## src/rtl/usb_stream_fifo.sv

```systemverilog
// CPU-visible byte bridge to the USB CDC streams: one RX FIFO (host to CPU) and one TX FIFO (CPU to host)
// behind a 4-register window. Loads are answered combinationally; all side effects commit on the clock edge.
module usb_stream_fifo #(
  parameter int DEPTH = 16
) (
  input  logic       clk_i,
  input  logic       rstn_i,
  input  logic       sel_i,
  input  logic       read_i,
  input  logic       write_i,
  input  logic [1:0] addr_i,
  input  logic [7:0] data_i,
  output logic [7:0] data_o,
  output logic       rx_irq_o,
  output logic       tx_irq_o,
  output logic [7:0] in_data_o,
  output logic       in_valid_o,
  input  logic       in_ready_i,
  input  logic [7:0] out_data_i,
  input  logic       out_valid_i,
  output logic       out_ready_o
);

  localparam int AW = $clog2(DEPTH);
  localparam int CW = AW + 1;

  logic [7:0]    rx_mem [DEPTH];
  logic [7:0]    tx_mem [DEPTH];
  logic [AW-1:0] rx_head, rx_tail, tx_head, tx_tail;
  logic [CW-1:0] rx_count, tx_count;
  logic          over, under;
  logic [1:0]    irq_en;

  logic bus_rd, bus_wr;
  logic rx_empty, rx_full, tx_empty, tx_full;
  logic rx_push, rx_pop, tx_push, tx_pop;
  logic set_under, set_over, clr_flags;
  logic [7:0] status;

  // Every decision below uses only the registered counts, so a same-cycle pop never frees room for a push.
  assign bus_rd   = sel_i & read_i;
  assign bus_wr   = sel_i & write_i;
  assign rx_empty = (rx_count == '0);
  assign rx_full  = (rx_count == CW'(DEPTH));
  assign tx_empty = (tx_count == '0);
  assign tx_full  = (tx_count == CW'(DEPTH));

  assign rx_push   = out_valid_i & ~rx_full;
  assign rx_pop    = bus_rd & (addr_i == 2'd0) & ~rx_empty;
  assign tx_push   = bus_wr & (addr_i == 2'd0) & ~tx_full;
  assign tx_pop    = ~tx_empty & in_ready_i;
  assign set_under = bus_rd & (addr_i == 2'd0) & rx_empty;
  assign set_over  = bus_wr & (addr_i == 2'd0) & tx_full;
  assign clr_flags = bus_wr & (addr_i == 2'd1);

  assign status = {2'b00, under, over, tx_full, tx_empty, rx_full, ~rx_empty};

  always_comb begin
    data_o = 8'h00;
    if (bus_rd) begin
      case (addr_i)
        2'd0:    data_o = rx_empty ? 8'h00 : rx_mem[rx_head];
        2'd1:    data_o = status;
        2'd2:    data_o = {6'b000000, irq_en};
        default: data_o = 8'(rx_count);
      endcase
    end
  end

  assign in_data_o   = tx_empty ? 8'h00 : tx_mem[tx_head];
  assign in_valid_o  = ~tx_empty;
  assign out_ready_o = ~rx_full;
  assign rx_irq_o    = irq_en[0] & ~rx_empty;
  assign tx_irq_o    = irq_en[1] & tx_empty;

  // Storage is deliberately left out of reset; counts and pointers alone define what is valid.
  always_ff @(posedge clk_i) begin
    if (rx_push) rx_mem[rx_tail] <= out_data_i;
    if (tx_push) tx_mem[tx_tail] <= data_i;
  end

  always_ff @(posedge clk_i or negedge rstn_i) begin
    if (!rstn_i) begin
      rx_head  <= '0;
      rx_tail  <= '0;
      rx_count <= '0;
      tx_head  <= '0;
      tx_tail  <= '0;
      tx_count <= '0;
      over     <= 1'b0;
      under    <= 1'b0;
      irq_en   <= 2'b00;
    end else begin
      if (rx_push) rx_tail <= rx_tail + AW'(1);
      if (rx_pop)  rx_head <= rx_head + AW'(1);
      if (rx_push & ~rx_pop)      rx_count <= rx_count + CW'(1);
      else if (rx_pop & ~rx_push) rx_count <= rx_count - CW'(1);

      if (tx_push) tx_tail <= tx_tail + AW'(1);
      if (tx_pop)  tx_head <= tx_head + AW'(1);
      if (tx_push & ~tx_pop)      tx_count <= tx_count + CW'(1);
      else if (tx_pop & ~tx_push) tx_count <= tx_count - CW'(1);

      over  <= (over  & ~(clr_flags & data_i[4])) | set_over;
      under <= (under & ~(clr_flags & data_i[5])) | set_under;

      if (bus_wr && addr_i == 2'd2) irq_en <= data_i[1:0];
    end
  end

endmodule

```

## config.mk

```make
export PLATFORM = sky130hd
export DESIGN_NAME = usb_stream_fifo
export DESIGN_NICKNAME = d
export VERILOG_FILES = /design/src/rtl/usb_stream_fifo.sv
export SDC_FILE = /design/constraint.sdc
export NUM_CORES = 1
export LEC_CHECK = 0
export BUFFER_PORTS_ARGS = -buffer_cell sky130_fd_sc_hd__buf_2
export CORE_ASPECT_RATIO = 1.75
export CORE_MARGIN = 2
export CORE_UTILIZATION = 62
export DETAILED_ROUTE_END_ITERATION = 8
export PLACE_DENSITY_LB_ADDON = 0.1
export SETUP_SLACK_MARGIN = 0.15
export SLEW_MARGIN = 5
export SYNTH_ARGS = -nofsm -noshare
export SYNTH_HDL_FRONTEND = slang
export SYNTH_SLANG_ARGS = --single-unit
```

## constraint.sdc

```tcl
create_clock -name clk_i -period 3.9 [get_ports clk_i]
set_input_delay 0 -clock clk_i [delete_from_list [all_inputs] [get_ports clk_i]]
set_output_delay 0 -clock clk_i [all_outputs]
set_load 0.005 [all_outputs]
```

==> flow_summary.yaml <==
run_status:
  status: "finished, final reports clean"
sta:
  setup_ws_ps: 860
  worst_pin_slew_ps: 1050
  clock_skew_ps: 9.08
  rsz0062_at_grt: "no"
  hold_viol: 0
  timing.fmax_ghz: 0.329
  finalCriticalPeriod_ps: 3040
  slew_headroom_pct: 30.0
  fin_setup_tns_ps: 0
  drv_slew: 0
  post-route-period-util_pct: 78.0
  fin_hold_ws_ps: 52.1
  setup_violations: 0
cts:
  postCtsHoldBufs: 26
  clk_path_buf_depth: 3
  ctsResizeCount: 0
  cts_tree: "done"
  clk_latency_ps: 510
  cts_made_buffers: 24
  cts_sinks: 286
  post_cts_buffers: 0
  cts-root-buf: "clkbuf_16"
  clk_pin_slew_ps: 70
  cts_max_level: 1
power_and_ir_drop:
  ir_worst_vdd_mv: 0.478
  p_per_area_nw_per_um2: 641
  cellLeakagePower_nw: 4.60
  totalPowerFinal_mw: 8.60
final_layout:
  design_area_um2: 13400
  drive_above_1_share_pct: 22.1
  multi_input_area_um2: 3270
  final_util_pct: 70.5
  regArea_um2: 8440
  diodes: 0
  fin_nets: 739
  fillers: 1194
  syn_to_final_growth_pct: 12.3
  fin_cells: 953
routing:
  wl_per_cell_um: 23.6
  drc_errors: 0
  ant_nets: 0
  drt-vias-per-instance: 6.08
  wl_um: 22500
  dr.first_iter.drc_count: 263
  first_pass_iters: 4
  via_count: 5793
worst_setup_path:
  critPathSlowestCell: "a2111oi_4"
  startpoint_type: "flop"
  worstPathMaxFanout: 16
  crit_path_cell_trace: "nor4_2, a2111oi_4, ha_1, inv_1, fa_1, a21o_1, a21oi_1, mux2i_1, xnor2_1"
  endpoint_kind: "flop"
  worstSetupPathType: "reg -> reg"
  cp.required_ps: 4330
  cpPeakStageDelay_ps: 780
  worstPathArrival_ps: 3470
global_route:
  grtUsageMet2_pct: 45.2
  grt_overflow: 0
  busiest_layer: "met2"
  use_met1_pct: 25.0
  grt_max_degree: 36
  use_met3_pct: 2.33
  grt_pass1_vias: 6209
  grt_pass1_wl_um: 34900
  track_usage_pct: 23.2
  antenna_found_initial: 0
placement:
  gp_congestion: 0.761
  dp_cells: 883
  hpwl_um: 16100
  dpl_cell_area_um2: 12400
  post-place-ws_ps: 896
  port_buffers: 44
yosys:
  synth-warning-count: 0
  netlist_area_um2: 11900
  ys_types: 54
  synth_seq_cells: 286
  synth_edf_count: 256
  yosys_most_used_dff: "edfxtp_1"
  syn_area_per_cell_um2: 19.5
  syn_nets: 659
  syn_inst: 614
  ys_seq_area_share_pct: 70.6
  async_flop_share_pct: 10.5
die:
  die_height_um: 188
  dieArea_um2: 20400
  dieWidth_um: 109
  rows: 67
  initial_core_util_pct: 62.8
  core_area_um2: 19000
  ios: 45
worst_hold_path:
  hp-class: "in -> reg"
flow_run:
  drv_cap: 0
-- placed cells by master, fill, tap and decap left out, drive strengths merged, types with 5 or more instances in the layout --
master and instances:
a21oi 6, and2 5, buf 58, clkbuf 31
clkinv 10, dfrtp 30, dlygate4sd3 26, edfxtp 256
ha 18, inv 10, mux2 8, mux2i 31
mux4 64, nand2 32, nor2 20, nor3 5
o21ai 12, o22ai 8, xnor2 17
-- sequential cells by signal (all words and copies together) (netlist names) --
signal / cells
irq_en: 2
over: 1
rx_count: 5
rx_head: 4
rx_mem: 128
rx_tail: 4
tx_count: 5
tx_head: 4
tx_mem: 128
tx_tail: 4
under: 1
-- area by class of cell --
type / count / share of cell area (%)
well taps: 241 / 2.25
repair buffers: 84 / 4.37
flip-flops and latches: 286 / 62.9
inverters: 10 / 0.280
clock inverters: 13 / 0.793
multi-input cells: 288 / 24.4
clock buffers: 31 / 4.98
-- logic make-up (layout without fill, tap and decap cells) --
logic type               Yosys count  in the layout  share of synthesized area (%)
adder cells (fa/ha/maj)           20             20                           2.22
flip-flops                       286            286                           70.6
XOR/XNOR                          20             20                           1.47
AND/OR/NAND/NOR                   99             99                           4.63
AO/OA/AOI/OAI                     46             46                           2.83
multiplexers                     103            103                           16.2
buffers and inverters             40            138                           1.98
-- power by group --
group / leakage (nW) / switching [mW] / internal, mW
Sequential: 2.66 / 0.522 / 3.63
Combinational: 1.55 / 0.984 / 1.17
Clock: 0.381 / 1.00 / 1.29
Total: 4.60 / 2.51 / 6.09
-- synthesized netlist by cell type (8+ instances only) --
cell type	number	share of area, %
mux4_2	38	7.2
mux2i_1	31	2.6
nor2_1	20	0.63
xnor2_1	17	1.2
o21ai_0	11	0.46
inv_1	9	0.28
ha_1	18	1.9
mux2_2	8	0.75
mux4_1	26	5.7
nand2_1	32	1.0
clkbuf_1	9	0.28
o22ai_1	8	0.42
dfrtp_1	30	6.3
edfxtp_1	256	64
-- per-layer routing --
| metal | wire (µm) | vias to the layer above | share of wire, % |
|---|---|---|---|
| met2 | 13500 | 105 | 60 |
| met5 | 0 | - | 0 |
| met3 | 513 | 46 | 2.3 |
| li1 | - | 2647 | - |
| met1 | 7710 | 2995 | 34 |
| met4 | 758 | 0 | 3.4 |
-- critical path: cells and delay by family (launching register included) --
family	cells	cell delay [ps]
compound gates	3	1160
xor+xnor	1	130
fa+ha+maj	2	720
buf+inv	1	110
flops	1	470
mux	1	230
simple gates	1	120
-- path summary, 6_finish.rpt --
kind	from	end	slack (ps)	cells after the start
setup / recovery	tx_count[0]	tx_count[4]	860	9
hold reg to reg	tx_head[2]	tx_head[2]	550	1
hold / removal	addr_i[1]	irq_en[0]	50	3
setup reg to reg	tx_count[0]	tx_count[4]	860	9
min in group asynchronous	rstn_i	rx_count[0]	80	2
max in group asynchronous	rstn_i	tx_head[0]	3290	2
Note: power is estimated with default switching activity, not from simulation.
